### src/rtl/pzcorebus_pkg.sv
// Shared pzcorebus types: bus profile, command/response encodings and the
// command-classification helpers used by responders.
package pzcorebus_pkg;

    typedef struct packed {
        int id_width;
        int address_width;
        int data_width;
        int unit_data_width;
        int max_length;
        int request_info_width;
        int response_info_width;
    } pzcorebus_config;

    localparam pzcorebus_config PZCOREBUS_DEFAULT_CONFIG = '{
        id_width:            8,
        address_width:       32,
        data_width:          128,
        unit_data_width:     32,
        max_length:          256,
        request_info_width:  1,
        response_info_width: 1
    };

    typedef enum logic [2:0] {
        PZCOREBUS_NULL_COMMAND       = 3'd0,
        PZCOREBUS_READ               = 3'd1,
        PZCOREBUS_WRITE              = 3'd2,
        PZCOREBUS_WRITE_NON_POSTED   = 3'd3,
        PZCOREBUS_BROADCAST          = 3'd4,
        PZCOREBUS_ATOMIC             = 3'd5,
        PZCOREBUS_ATOMIC_NON_POSTED  = 3'd6,
        PZCOREBUS_MESSAGE            = 3'd7
    } pzcorebus_command_type;

    typedef enum logic [1:0] {
        PZCOREBUS_NULL_RESPONSE      = 2'd0,
        PZCOREBUS_RESPONSE           = 2'd1,
        PZCOREBUS_RESPONSE_WITH_DATA = 2'd2
    } pzcorebus_response_type;

    function automatic int get_length_width(pzcorebus_config cfg);
        return (cfg.max_length > 1) ? $clog2(cfg.max_length) : 1;
    endfunction

    function automatic int get_unit_enable_width(pzcorebus_config cfg);
        return cfg.data_width / cfg.unit_data_width;
    endfunction

    function automatic bit is_command_with_data(pzcorebus_command_type cmd);
        case (cmd)
            PZCOREBUS_WRITE,
            PZCOREBUS_WRITE_NON_POSTED,
            PZCOREBUS_BROADCAST,
            PZCOREBUS_ATOMIC,
            PZCOREBUS_ATOMIC_NON_POSTED: return 1'b1;
            default:                     return 1'b0;
        endcase
    endfunction

    function automatic bit is_non_posted_command(pzcorebus_command_type cmd);
        case (cmd)
            PZCOREBUS_READ,
            PZCOREBUS_WRITE_NON_POSTED,
            PZCOREBUS_ATOMIC_NON_POSTED: return 1'b1;
            default:                     return 1'b0;
        endcase
    endfunction

    // Commands whose response carries read data (plain reads and atomic-reads).
    function automatic bit is_response_with_data(pzcorebus_command_type cmd);
        case (cmd)
            PZCOREBUS_READ,
            PZCOREBUS_ATOMIC_NON_POSTED: return 1'b1;
            default:                     return 1'b0;
        endcase
    endfunction

    // mlength==0 encodes MAX_LENGTH words; beats round up to whole bus words.
    function automatic int get_response_beats(pzcorebus_config cfg, int mlength);
        int words;
        int wpb;
        words = (mlength == 0) ? cfg.max_length : mlength;
        wpb   = cfg.data_width / cfg.unit_data_width;
        return (words + wpb - 1) / wpb;
    endfunction

endpackage

### src/rtl/pzcorebus_if.sv
// pzcorebus channel bundle: command, write data and response channels with
// valid/accept handshakes, sized from a single bus profile.
interface pzcorebus_if
    import pzcorebus_pkg::*;
#(
    parameter pzcorebus_config BUS_CONFIG = PZCOREBUS_DEFAULT_CONFIG
);
    localparam int ID_WIDTH     = BUS_CONFIG.id_width;
    localparam int ADDR_WIDTH   = BUS_CONFIG.address_width;
    localparam int DATA_WIDTH   = BUS_CONFIG.data_width;
    localparam int LENGTH_WIDTH = get_length_width(BUS_CONFIG);
    localparam int UE_WIDTH     = get_unit_enable_width(BUS_CONFIG);
    localparam int BE_WIDTH     = BUS_CONFIG.data_width / 8;
    localparam int RQI_WIDTH    = BUS_CONFIG.request_info_width;
    localparam int RSI_WIDTH    = BUS_CONFIG.response_info_width;

    logic                   mcmd_valid;
    logic                   scmd_accept;
    pzcorebus_command_type  mcmd;
    logic [ID_WIDTH-1:0]    mid;
    logic [ADDR_WIDTH-1:0]  maddr;
    logic [LENGTH_WIDTH-1:0] mlength;
    logic [RQI_WIDTH-1:0]   minfo;
    logic                   mdata_valid;
    logic                   sdata_accept;
    logic [DATA_WIDTH-1:0]  mdata;
    logic [BE_WIDTH-1:0]    mdata_byteen;
    logic                   mdata_last;
    logic                   sresp_valid;
    logic                   mresp_accept;
    pzcorebus_response_type sresp;
    logic [ID_WIDTH-1:0]    sid;
    logic                   serror;
    logic [DATA_WIDTH-1:0]  sdata;
    logic [RSI_WIDTH-1:0]   sinfo;
    logic [UE_WIDTH-1:0]    sresp_uniten;
    logic                   sresp_last;

    modport master (
        output mcmd_valid, mcmd, mid, maddr, mlength, minfo,
        output mdata_valid, mdata, mdata_byteen, mdata_last,
        output mresp_accept,
        input  scmd_accept, sdata_accept,
        input  sresp_valid, sresp, sid, serror, sdata, sinfo, sresp_uniten, sresp_last
    );

    modport slave (
        input  mcmd_valid, mcmd, mid, maddr, mlength, minfo,
        input  mdata_valid, mdata, mdata_byteen, mdata_last,
        input  mresp_accept,
        output scmd_accept, sdata_accept,
        output sresp_valid, sresp, sid, serror, sdata, sinfo, sresp_uniten, sresp_last
    );

endinterface

### src/rtl/pzcorebus_error_slave.sv
// Default pzcorebus target: accepts every command, sinks write data, answers non-posted commands with error responses.
// Latency: first response beat 1 cycle after the command (read) or mdata_last (write) handshake; one transaction outstanding.
// Backpressure: mresp_accept stalls the response with fields held; commands and data are refused while busy.
module pzcorebus_error_slave
    import pzcorebus_pkg::*;
#(
    parameter pzcorebus_config              BUS_CONFIG   = PZCOREBUS_DEFAULT_CONFIG,
    parameter bit                           SERROR_VALUE = 1'b1,
    parameter logic [BUS_CONFIG.data_width-1:0] SDATA_VALUE = '0
)(
    input logic         i_clk,
    input logic         i_rst,
    pzcorebus_if.slave  slave_if
);

    localparam int ID_WIDTH = BUS_CONFIG.id_width;
    localparam int CW       = $clog2(BUS_CONFIG.max_length) + 1;
    localparam int UE_WIDTH = get_unit_enable_width(BUS_CONFIG);

    typedef enum logic [1:0] {
        IDLE = 2'd0,
        DATA = 2'd1,
        RESP = 2'd2
    } state_e;

    state_e                 state;
    logic                   cmd_accept;
    logic                   data_accept;
    logic                   resp_valid;
    logic                   resp_last;
    logic                   non_posted;
    logic [CW-1:0]          resp_count;
    logic [ID_WIDTH-1:0]    resp_id;
    pzcorebus_response_type resp_type;

    logic                   data_last_ack;
    logic                   resp_ack;
    logic                   cmd_with_rdata;
    logic [CW-1:0]          cmd_beats;

    assign data_last_ack  = slave_if.mdata_valid && data_accept && slave_if.mdata_last;
    assign resp_ack       = resp_valid && slave_if.mresp_accept;
    assign cmd_with_rdata = is_response_with_data(slave_if.mcmd);
    // Write-type responses are a single beat regardless of mlength.
    assign cmd_beats      = cmd_with_rdata
                          ? CW'(get_response_beats(BUS_CONFIG, int'(slave_if.mlength)))
                          : CW'(1);

    always_ff @(posedge i_clk or posedge i_rst) begin
        if (i_rst) begin
            state       <= IDLE;
            cmd_accept  <= 1'b0;
            data_accept <= 1'b0;
            resp_valid  <= 1'b0;
            resp_last   <= 1'b0;
            non_posted  <= 1'b0;
            resp_count  <= '0;
            resp_id     <= '0;
            resp_type   <= PZCOREBUS_NULL_RESPONSE;
        end else begin
            case (state)
                IDLE: begin
                    if (!cmd_accept) begin
                        cmd_accept <= 1'b1;
                    end else if (slave_if.mcmd_valid) begin
                        cmd_accept <= 1'b0;
                        resp_id    <= slave_if.mid;
                        non_posted <= is_non_posted_command(slave_if.mcmd);
                        resp_type  <= cmd_with_rdata ? PZCOREBUS_RESPONSE_WITH_DATA
                                                     : PZCOREBUS_RESPONSE;
                        resp_count <= cmd_beats;
                        resp_last  <= (cmd_beats == CW'(1));
                        if (is_command_with_data(slave_if.mcmd)) begin
                            data_accept <= 1'b1;
                            state       <= DATA;
                        end else if (is_non_posted_command(slave_if.mcmd)) begin
                            resp_valid <= 1'b1;
                            state      <= RESP;
                        end
                    end
                end
                DATA: begin
                    if (data_last_ack) begin
                        data_accept <= 1'b0;
                        if (non_posted) begin
                            resp_valid <= 1'b1;
                            state      <= RESP;
                        end else begin
                            cmd_accept <= 1'b1;
                            state      <= IDLE;
                        end
                    end
                end
                RESP: begin
                    if (resp_ack) begin
                        if (resp_last) begin
                            resp_valid <= 1'b0;
                            resp_last  <= 1'b0;
                            resp_type  <= PZCOREBUS_NULL_RESPONSE;
                            cmd_accept <= 1'b1;
                            state      <= IDLE;
                        end else begin
                            resp_count <= resp_count - CW'(1);
                            resp_last  <= (resp_count == CW'(2));
                        end
                    end
                end
                default: begin
                    cmd_accept  <= 1'b0;
                    data_accept <= 1'b0;
                    resp_valid  <= 1'b0;
                    state       <= IDLE;
                end
            endcase
        end
    end

    assign slave_if.scmd_accept  = cmd_accept;
    assign slave_if.sdata_accept = data_accept;
    assign slave_if.sresp_valid  = resp_valid;
    assign slave_if.sresp        = resp_type;
    assign slave_if.sid          = resp_id;
    assign slave_if.serror       = SERROR_VALUE;
    assign slave_if.sdata        = (resp_type == PZCOREBUS_RESPONSE_WITH_DATA) ? SDATA_VALUE : '0;
    assign slave_if.sinfo        = '0;
    assign slave_if.sresp_uniten = {UE_WIDTH{1'b1}};
    assign slave_if.sresp_last   = resp_last;

endmodule

### src/flat_wrapper.sv
// flat-port wrapper written by rule: the top's interface ports become plain ports
module pzcorebus_error_slave_flat import pzcorebus_pkg::*;
#(
    parameter pzcorebus_config              BUS_CONFIG   = PZCOREBUS_DEFAULT_CONFIG,
    parameter bit                           SERROR_VALUE = 1'b1,
    parameter logic [BUS_CONFIG.data_width-1:0] SDATA_VALUE = '0
)
  (i_clk, i_rst, slave_if_mcmd_valid, slave_if_mcmd, slave_if_mid, slave_if_maddr, slave_if_mlength, slave_if_minfo, slave_if_mdata_valid, slave_if_mdata, slave_if_mdata_byteen, slave_if_mdata_last, slave_if_mresp_accept, slave_if_scmd_accept, slave_if_sdata_accept, slave_if_sresp_valid, slave_if_sresp, slave_if_sid, slave_if_serror, slave_if_sdata, slave_if_sinfo, slave_if_sresp_uniten, slave_if_sresp_last);
  pzcorebus_if #(.BUS_CONFIG(BUS_CONFIG)) slave_if_i ();
  input logic i_clk;
  input logic i_rst;
  input wire logic [$bits(slave_if_i.mcmd_valid)-1:0] slave_if_mcmd_valid;
  input wire logic [$bits(slave_if_i.mcmd)-1:0] slave_if_mcmd;
  input wire logic [$bits(slave_if_i.mid)-1:0] slave_if_mid;
  input wire logic [$bits(slave_if_i.maddr)-1:0] slave_if_maddr;
  input wire logic [$bits(slave_if_i.mlength)-1:0] slave_if_mlength;
  input wire logic [$bits(slave_if_i.minfo)-1:0] slave_if_minfo;
  input wire logic [$bits(slave_if_i.mdata_valid)-1:0] slave_if_mdata_valid;
  input wire logic [$bits(slave_if_i.mdata)-1:0] slave_if_mdata;
  input wire logic [$bits(slave_if_i.mdata_byteen)-1:0] slave_if_mdata_byteen;
  input wire logic [$bits(slave_if_i.mdata_last)-1:0] slave_if_mdata_last;
  input wire logic [$bits(slave_if_i.mresp_accept)-1:0] slave_if_mresp_accept;
  output wire logic [$bits(slave_if_i.scmd_accept)-1:0] slave_if_scmd_accept;
  output wire logic [$bits(slave_if_i.sdata_accept)-1:0] slave_if_sdata_accept;
  output wire logic [$bits(slave_if_i.sresp_valid)-1:0] slave_if_sresp_valid;
  output wire logic [$bits(slave_if_i.sresp)-1:0] slave_if_sresp;
  output wire logic [$bits(slave_if_i.sid)-1:0] slave_if_sid;
  output wire logic [$bits(slave_if_i.serror)-1:0] slave_if_serror;
  output wire logic [$bits(slave_if_i.sdata)-1:0] slave_if_sdata;
  output wire logic [$bits(slave_if_i.sinfo)-1:0] slave_if_sinfo;
  output wire logic [$bits(slave_if_i.sresp_uniten)-1:0] slave_if_sresp_uniten;
  output wire logic [$bits(slave_if_i.sresp_last)-1:0] slave_if_sresp_last;
  assign slave_if_i.mcmd_valid = slave_if_mcmd_valid;
  assign slave_if_i.mcmd = slave_if_mcmd;
  assign slave_if_i.mid = slave_if_mid;
  assign slave_if_i.maddr = slave_if_maddr;
  assign slave_if_i.mlength = slave_if_mlength;
  assign slave_if_i.minfo = slave_if_minfo;
  assign slave_if_i.mdata_valid = slave_if_mdata_valid;
  assign slave_if_i.mdata = slave_if_mdata;
  assign slave_if_i.mdata_byteen = slave_if_mdata_byteen;
  assign slave_if_i.mdata_last = slave_if_mdata_last;
  assign slave_if_i.mresp_accept = slave_if_mresp_accept;
  assign slave_if_scmd_accept = slave_if_i.scmd_accept;
  assign slave_if_sdata_accept = slave_if_i.sdata_accept;
  assign slave_if_sresp_valid = slave_if_i.sresp_valid;
  assign slave_if_sresp = slave_if_i.sresp;
  assign slave_if_sid = slave_if_i.sid;
  assign slave_if_serror = slave_if_i.serror;
  assign slave_if_sdata = slave_if_i.sdata;
  assign slave_if_sinfo = slave_if_i.sinfo;
  assign slave_if_sresp_uniten = slave_if_i.sresp_uniten;
  assign slave_if_sresp_last = slave_if_i.sresp_last;
  pzcorebus_error_slave #(.BUS_CONFIG(BUS_CONFIG), .SERROR_VALUE(SERROR_VALUE), .SDATA_VALUE(SDATA_VALUE)) u_core (.i_clk(i_clk), .i_rst(i_rst), .slave_if(slave_if_i));
endmodule
### config.mk
export PLATFORM = sky130hd
export DESIGN_NAME = pzcorebus_error_slave_flat
export DESIGN_NICKNAME = d
export VERILOG_FILES = /design/src/rtl/pzcorebus_pkg.sv /design/src/rtl/pzcorebus_if.sv /design/src/rtl/pzcorebus_error_slave.sv /design/src/flat_wrapper.sv
export SDC_FILE = /design/constraint.sdc
export NUM_CORES = 1
export LEC_CHECK = 0
export CAP_MARGIN = 25
export CORE_AREA = 2 2 135 137
export CTS_BUF_LIST = sky130_fd_sc_hd__clkbuf_16
export DETAILED_ROUTE_END_ITERATION = 16
export DIE_AREA = 0 0 137 139
export PLACE_DENSITY = 0.62
export SKIP_CTS_REPAIR_TIMING = 1
export SLEW_MARGIN = 20
export SYNTH_ARGS = -nofsm -noshare
export SYNTH_HDL_FRONTEND = slang
export SYNTH_SLANG_ARGS = --single-unit
### constraint.sdc
create_clock -name i_clk -period 2.45 [get_ports i_clk]
set_input_delay 0.6125 -clock i_clk [delete_from_list [all_inputs] [get_ports i_clk]]
set_output_delay 0.6125 -clock i_clk [all_outputs]
set_load 0.02 [all_outputs]
After elaboration in Yosys (flattened, before gate mapping)
Cells that the tools add are included.
{"block": "totals", "register_bits": 26, "input_bits": 202, "elab_cells": 111, "output_inout_bits": 148}
{"block": "op_classes", "eq_ne": 22, "reduce_logical": 18, "n_addsub": 4, "n_bitwise": 2, "n_mux": 56}
{"op": "9-bit 2-to-1 mux", "n": 6}
{"op": "32-bit by 4-bit adder with 32-bit output (second input constant)", "n": 1}
{"op": "1-bit 2-to-1 mux", "n": 32}
{"op": "32-bit by 2-bit subtractor with 32-bit output (second input constant)", "n": 1}
{"op": "2-bit 2-to-1 mux", "n": 11}
{"op": "9-bit case mux with 2 select lines", "n": 1}
{"op": "5-bit AND reduction", "n": 3}
{"op": "2-bit by 1-bit != test with 1-bit output (second input constant)", "n": 7}
{"op": "9-bit by 1-bit adder with 9-bit output", "n": 1}
{"op": "3-bit equality test (second input constant)", "n": 3}
{"op": "9-bit by 1-bit equality test with 1-bit output (second input constant)", "n": 1}
{"op": "9-bit by 2-bit equality test with 1-bit output (second input constant)", "n": 1}
{"op": "1-bit case mux with 3 select lines", "n": 3}
{"op": "9-bit by 1-bit subtractor with 9-bit output (second input constant)", "n": 1}
{"op": "8-bit logical NOT", "n": 1}
{"op": "2-bit != test (second input constant)", "n": 4}
{"op": "4-bit AND reduction", "n": 2}
{"op": "8-bit AND reduction", "n": 1}
{"op": "3-bit by 2-bit equality test with 1-bit output (second input constant)", "n": 2}
{"op": "2-bit case mux with 3 select lines", "n": 1}
{"op": "6-bit AND reduction", "n": 1}
{"op": "5-bit OR reduction", "n": 1}
{"op": "2-bit case mux with 2 select lines", "n": 1}
{"op": "2-bit OR reduction", "n": 2}
{"op": "12 further kinds", "n": 14}

Depth between registers and ports, before layout
{"block": "depth", "word_depth": 15, "ltp_mapped": 8}

Worst setup path after synthesis
OpenSTA, ideal clock, no wires.
{"block": "synth_timing", "path_type": "register to register", "start": "register u_core.state[0]", "end": "register u_core.resp_count[6]", "path_stages_with_launch": 9, "arrival_time_ns": 1.766, "path_buffers": 2, "required_ns": 2.324, "synth_period_minus_slack_ns": 1.892, "setup_slack_ns": 0.558, "path_cell_list": "dfrtp_1 > inv_1 > ha_1 > buf_2 > a21boi_2 > nor3_1 > buf_2 > a41oi_1 > a221o_1"}
{"block": "synth_via", "elab_chain_cells": 3, "word_cells_on_any_way": 9, "classes_between": "eq/ne: 5; mux: 1; reduce/logical: 3"}
{"item": "start, declared", "line": "pzcorebus_error_slave.sv:26", "source": "state_e state;"}
{"item": "start signal, assigned", "line": "pzcorebus_error_slave.sv:51", "source": "state <= IDLE;"}
{"item": "start signal, assigned", "line": "pzcorebus_error_slave.sv:75", "source": "state <= DATA;"}
{"item": "start signal, assigned", "line": "pzcorebus_error_slave.sv:78", "source": "state <= RESP;"}
{"item": "2-bit equality test / 2-bit logical NOT (equally long branches)", "line": "pzcorebus_error_slave.sv:61", "source": "case (state)"}
{"item": "2-bit != test (no source line) (tied with other cells)"}
{"item": "5-bit AND reduction (no source line)"}
{"item": "end signal, assigned", "line": "pzcorebus_error_slave.sv:71", "source": "resp_count <= cmd_beats;"}
{"item": "end signal, assigned", "line": "pzcorebus_error_slave.sv:103", "source": "resp_count <= resp_count - CW'(1);"}
{"item": "end, declared", "line": "pzcorebus_error_slave.sv:32", "source": "logic [CW-1:0] resp_count;"}
Parallel ways exist; a longest one is shown, timed or not.
A chain may end at the register's enable or synchronous reset.

Final worst setup path
Ends and elaborated chain as after synthesis.

==> flow_summary.json <==
{
  "ios": 350,
  "cts_tree": "yes",
  "num_vias": 1869,
  "rrSetupSlack_ns": 0.25,
  "cp.required_ns": 2.60,
  "wl_per_cell_um": 9.532,
  "nets": 557,
  "drt_iter0_drc": 89,
  "path_class": "flip-flop to flip-flop",
  "grt_max_degree": 27,
  "path_cells": "inv_1 > ha_1 > a21boi_2 > nor3_1 > buf_4 > and3_1 > a221o_1",
  "fin_worst_skew_ns": 0.007357,
  "wirelength_um": 5500,
  "utilization_pct": 16.55,
  "yosysSeqAreaShare_pct": 24.69,
  "synthArstFlopShare_pct": 100.0,
  "setup_viol": 0,
  "avgSynthCellArea_sq_um": 8.611,
  "grt.total_usage_pct": 5.582,
  "clk_pin_slew_worst_paths_ns": 0.07,
  "synth_seq_cells": 26,
  "crit_path_max_incr_delay_ns": 0.43,
  "cp-end-kind": "flip-flop",
  "p_leak_nw": 1.392,
  "critPathLaunchType": "flip-flop",
  "antennaDiodeCount": 0,
  "via_per_inst": 3.239,
  "drt_first_pass_iters": 4,
  "fillers": 2037,
  "fmaxAchievable_mhz": 454.1,
  "insertion_delay_ns": 0.27,
  "cts.sinks": 26,
  "ir_drop_mv": 0.4628,
  "netlist_instances": 306,
  "root_buffer": "clkbuf_16",
  "cp.arrival_ns": 2.36,
  "hold_viol": 0,
  "rsz0062_at_grt": "no",
  "drive_gt1_share_pct": 6.897,
  "fp-row-count": 49,
  "fin_ws_ns": 0.2477,
  "overflow": 0,
  "pwr_density_cell_nw_per_um2": 997.6,
  "slew_violations": 0,
  "gp_congestion": 0.8472,
  "synthDistinctLibCells": 48,
  "pre_cts_ws_ns": 0.09102,
  "status": "complete, no violations",
  "antenna_found_initial": 0,
  "portBuffers": 38,
  "hp-class": "flip-flop to flip-flop",
  "clk_path_buf_depth": 2,
  "post-route-period-util_pct": 89.89,
  "htree_levels": 1,
  "dieWidth_um": 137,
  "cap_violations": 0,
  "finalCriticalPeriod_ns": 2.202,
  "synth_ff_type": "dfrtp_1",
  "grt_pass1_wl_um": 8342,
  "synthesis.area_sq_um": 2635,
  "dp_hpwl_um": 4436,
  "slowest_stage": "a21boi_2",
  "core_sq_um": 17660,
  "drc_errors": 0,
  "die_h_um": 139,
  "yosysWarnings": 0,
  "synth_edf_count": 0,
  "grt_pass1_vias": 1573,
  "cts_buffers": 3,
  "critPathMaxFanout": 12,
  "setup_tns_ns": 0,
  "antenna_left": 0,
  "die-area_sq_um": 19040,
  "start_util_pct": 14.92,
  "area_growth_pct": 10.87
}
path summary, 6_finish.rpt:
kind / cells after the start / to / start
worst max-delay path: 7 / u_core.resp_count[6]$_DFFE_PP0P_ / u_core.state[0]$_DFFE_PP0P_
worst min-delay path: 1 / u_core.slave_if.sresp[0]$_DFFE_PP0P_ / u_core.slave_if.sresp[0]$_DFFE_PP0P_
worst max register to register: 7 / u_core.resp_count[6]$_DFFE_PP0P_ / u_core.state[0]$_DFFE_PP0P_
worst min register to register: 1 / u_core.slave_if.sresp[0]$_DFFE_PP0P_ / u_core.slave_if.sresp[0]$_DFFE_PP0P_
max in group asynchronous: 3 / u_core.slave_if.scmd_accept$_DFFE_PP0P_ / i_rst
min in group asynchronous: 3 / u_core.slave_if.sid[2]$_DFFE_PP0P_ / i_rst
state kept, by name (all words and copies together), names as in the netlist:
register and cells:
u_core.slave_if.sresp_valid 1, u_core.slave_if.sdata_accept 1, u_core.resp_count 9, u_core.slave_if.sid 8
u_core.slave_if.scmd_accept 1, u_core.slave_if.sresp_last 1, u_core.slave_if.sresp 2, u_core.state 2
u_core.non_posted 1
cells in the final DEF (no fill, tap or decap), drive strengths merged, types with 2 or more instances in the layout:
cell / n
xor2: 4
buf: 6
nor4: 2
nor3: 4
o211ai: 2
dfrtp: 26
ha: 6
a21boi: 3
clkbuf: 3
a21oi: 9
nand4b: 2
nand4: 4
o21ai: 10
a221o: 2
a21o: 5
o41ai: 2
nor2: 12
mux2i: 3
or4: 2
nor2b: 2
mux2: 9
nand3: 6
and4: 2
and3: 2
a31oi: 2
nand3b: 2
or3: 3
clkdlybuf4s50: 38
conb: 134
nand2: 14
inv: 11
cell type report:
class | count | area [sq um] | share of cell area (%)
Sequential cell | 26 | 650.6 | 22.27
Clock inverter | 1 | 30.03 | 1.028
Timing Repair Buffer | 44 | 425.4 | 14.56
Inverter | 11 | 41.29 | 1.413
Tap cell | 229 | 286.5 | 9.807
Multi-Input combinational cell | 263 | 1413 | 48.35
Clock buffer | 3 | 75.07 | 2.570
report_power, final:
group	internal, W	switching (W)
Sequential	0.000623	0.000179
Combinational	0.000676	0.000947
Clock	0.000326	0.000164
Total	0.00162	0.00129
critical path, delay by kind of cell (launching register included):
family	cells	cell delay [ns]
adders and majority gates	1	0.36
buffers and inverters	2	0.31
and+or+nand+nor	2	0.28
AOI/OAI and AO/OA	2	0.74
DFF	1	0.40
routing by layer:
metal  track usage (%)  share of wire [%]  vias to the layer above
met2             8.379                 41                      165
met1             7.715                 44                      844
met4             1.302               0.91                        0
li1                  -                  -                      855
met3             1.827                 14                        5
met5                 0                  0                        -
Yosys cell counts (all sizes together) (2+ instances only):
master | count | share of area (%)
nor4 | 2 | 0.47
or3 | 3 | 0.71
nand3b | 2 | 0.57
a31oi | 2 | 0.47
dfrtp | 26 | 25
and4 | 2 | 0.66
mux2i | 3 | 1.1
nand2 | 14 | 2.0
and3 | 2 | 0.47
mux2 | 9 | 3.8
nor3 | 4 | 0.76
a21oi | 9 | 1.7
nand4 | 4 | 0.95
or4 | 2 | 0.57
buf | 137 | 39
nand4b | 2 | 0.66
inv | 11 | 1.6
a21o | 5 | 1.4
a21boi | 3 | 1.0
a221o | 2 | 0.76
ha | 6 | 2.8
conb | 2 | 0.29
xor2 | 4 | 1.3
o41ai | 2 | 0.66
o21ai | 10 | 1.9
nor2 | 12 | 1.7
nor2b | 2 | 0.47
o211ai | 2 | 0.76
nand3 | 6 | 1.1
stage by stage:
step / hold WS (ns) / area (sq um) / std cells / total power, W
after floorplan: 0.4723 / 3131 / 438 / 0.002047
after global placement: 0.4708 / 2816 / 573 / 0.002421
after detailed placement: 0.4815 / 2816 / 573 / 0.002435
after CTS: 0.5109 / 2922 / 577 / 0.002945
after global routing: 0.5238 / 2922 / 577 / 0.003147
final: 0.4992 / 2922 / 577 / 0.002915
logic make-up after synthesis:
kind of cell	Yosys count	share of synthesized area [%]
and+or+nand+nor	61	12.44
AOI/OAI and AO/OA	46	12.92
muxes	12	4.986
DFF	26	24.69
adders and majority gates	6	2.849
other	2	0.2850
buffers and inverters	149	40.50
xor gates and xnor gates	4	1.329
No activity file was read; power rests on OpenSTA's default activity.
==> RTL edit: new RTL, same flow settings <==
Encoding of `state_e`: now one-hot (3 bits for 3 states).
--- a/src/rtl/pzcorebus_error_slave.sv
+++ b/src/rtl/pzcorebus_error_slave.sv
@@ -17,10 +17,10 @@
     localparam int CW       = $clog2(BUS_CONFIG.max_length) + 1;
     localparam int UE_WIDTH = get_unit_enable_width(BUS_CONFIG);
 
-    typedef enum logic [1:0] {
-        IDLE = 2'd0,
-        DATA = 2'd1,
-        RESP = 2'd2
+    typedef enum logic [2:0] {
+        IDLE = 3'b001,
+        DATA = 3'b010,
+        RESP = 3'b100
     } state_e;
 
     state_e                 state;
Behaviour: same outputs for any inputs over 10 cycles, from zero or initial values and one cycle with i_rst high; not proved beyond that.
==> RTL edit against the original RTL <==
Routed wire length shrank 11%; cell area shrank 3.9%; sequential cell count rose by 1; register-to-register slack improved by 0.15 ns; die area did not move; synthesized area down 2.4%; highest routed layer is now met5; final cell count is 0.69% lower; setup slack improved by 0.13 ns; first-iteration DRC count grew 78%; critical path type is now reg -> out.
Power is not compared: it rests on default switching activity, and its combinational part moved more than twofold at a synthesized area within 25%.
==> RTL edit: results (changes against the original RTL) <==
Timing
  • Clock Skew: 0.00476 ns (-0.00260 ns)
  • Actual slew at the worst max-slew pin: 0.719 ns
  • Final Slew Violations: 0 (unchanged)

Critical path
  • Largest fanout on the critical path: 6 (-6)
  • Max incr delay on CP: 0.68 ns (+0.25 ns)
  • Slowest-stage cell, CP: clkdlybuf4s50_1
  • Top Family by Delay on Critical Path: buffers and inverters
  • Worst endpoint data arrival time: 1.46 ns (-0.90 ns)

Synth
  • Cell variety after synth: 47 (-2.1%)
  • Dominant synthesized flop cell: dfrtp_1
  • YS warnings: 0 (unchanged)
  • Post-synth top cells: buf_4 (134), dfrtp_1 (26), nor2_1 (22), a21oi_1 (13), nand2_1 (12)
  • Avg Inst Size Synth: 8.46 µm² (-1.8%)
  • Ys async rst share: 100% (unchanged)
  • Sequential cell area fraction in the yosys report: 26.3% (+1.6 points)
  • Dominant cells by area after synthesis: buf_4 (39%), dfrtp_1 (25%), mux2_2 (3.5%)

Clocking
  • Worst skew pair latency: 0.26 ns
  • H-tree Lvls: 1 (unchanged)
  • CTS max path bufs: 2 (unchanged)
  • Root buf cell: clkbuf_16
  • Total CTS buffers: 3 (unchanged)
  • Clock transition at the registers of the reported paths: 0.07 ns (about the same)

GRT
  • Largest net degree at the start of global routing: 28 (+3.7%)
  • Vias in the first global route: 1364 (-13%)
  • Initial antenna violation count: 1 (+1)
  • Total Routing Usage GR: 4.85% (-0.73 points)
  • First-pass GRT wire length: 7.29 mm (-13%)

Place
  • PortBufs: 38 (unchanged)
  • Placed cells: 569 (-0.70%)
  • Gpl congestion: 0.814 (-3.9%)
  • DP HPWL: 3.96 mm (-11%)

Power and ir drop
  • VDD IR-drop max: 0.222 mV
  • Lkg Pwr: 1.33 nW
  • Pint: 0.000710 W

Detailed routing
  • TritonRoute pass-1 iters: 4 (unchanged)
  • Per-cell routed wire length: 8.54 µm (-10%)
  • Via density: 3.06 (-5.6%)
  • Initial DRC count: 158 (+78%)
  • Vias: 1753 (-6.2%)

Layout
  • Biggest register: u_core.resp_count
  • Inserted Diodes: 0 (unchanged)
  • Layout cells sized above 1: 6.40% (-0.50 points)
  • # fillers: 2012 (-1.2%)
  • Largest register FFs: 9 (unchanged)
  • Final Net Count: 549 (-1.4%)

Min path
  • Hold Crit Class: reg -> reg

Run status
  • Outcome: completed
-- RTL edit: cell types whose count changed after synthesis, moves of 4 or more --
cell,before,now
ha_1,6,2
o32a_1,0,4
a21o_1,5,0
nor2_1,12,22
a21oi_1,9,13
-- RTL edit: final timing paths --
check | cells past startpoint | to | slack (ns) | start
min in group asynchronous | 3 | u_core.slave_if.sid[0] | 0.71 | i_rst
setup reg to reg | 5 | u_core.resp_count[0] | 0.40 | u_core.state[0]
hold / removal | 1 | u_core.slave_if.sid[5] | 0.51 | u_core.slave_if.sid[5]
hold reg to reg | 1 | u_core.slave_if.sid[5] | 0.51 | u_core.slave_if.sid[5]
max in group asynchronous | 3 | u_core.state[0] | 1.43 | i_rst
setup / recovery | 1 | slave_if_sresp_last | 0.38 | u_core.slave_if.sresp_last
-- RTL edit: cell families after synthesis --
family                   after synthesis  share of synthesized area (%)
XOR/XNOR                               7                           2.38
AO/OA/AOI/OAI                         43                           10.8
adder cells (fa/ha/maj)                2                          0.973
AND/OR/NAND/NOR                       68                           14.0
other                                  2                          0.292
flip-flops                            27                           26.3
multiplexers                           8                           3.50
buffers and inverters                147                           41.7
-- RTL edit: stage by stage --
step	area [µm²]	power (W)	worst slack [ns]	util (%)	hold WS, ns
after global placement	2730	0.000712	0.128	15.5	0.489
final	2810	0.00108	0.378	15.9	0.507
after floorplan	3070	0.000819	0.587	-	0.471
after detailed placement	2730	0.000712	0.134	15.5	0.496
after CTS	2810	0.00108	0.396	15.9	0.511
after global routing	2810	0.00113	0.247	15.9	0.517
-- RTL edit: per-layer routing --
| layer | routed length (µm) | GRT usage [%] |
|---|---|---|
| met3 | 730 | 1.83 |
| met1 | 2050 | 6.41 |
| met2 | 2020 | 6.99 |
| met4 | 89 | 2.12 |
| met5 | 13 | 0 |
-- RTL edit: layout make-up --
type | count | area share, %
well taps | 229 | 10.2
inverters | 8 | 1.07
flip-flops and latches | 27 | 24.1
multi-input cells | 262 | 46.9
clock buffers | 3 | 2.67
repair buffers | 43 | 14.9
clock inverters | 1 | 0.134
-- RTL edit: power by group through the flow --
stage	clock [W]	sequential [W]	combinational, W
6_report	0.000370	0.000446	0.000262
5_1_grt	0.000401	0.000445	0.000284
4_1_cts	0.000380	0.000445	0.000259
3_5_place_dp	0	0.000454	0.000258
3_3_place_gp	0	0.000454	0.000258
2_1_floorplan	0	0.000454	0.000365
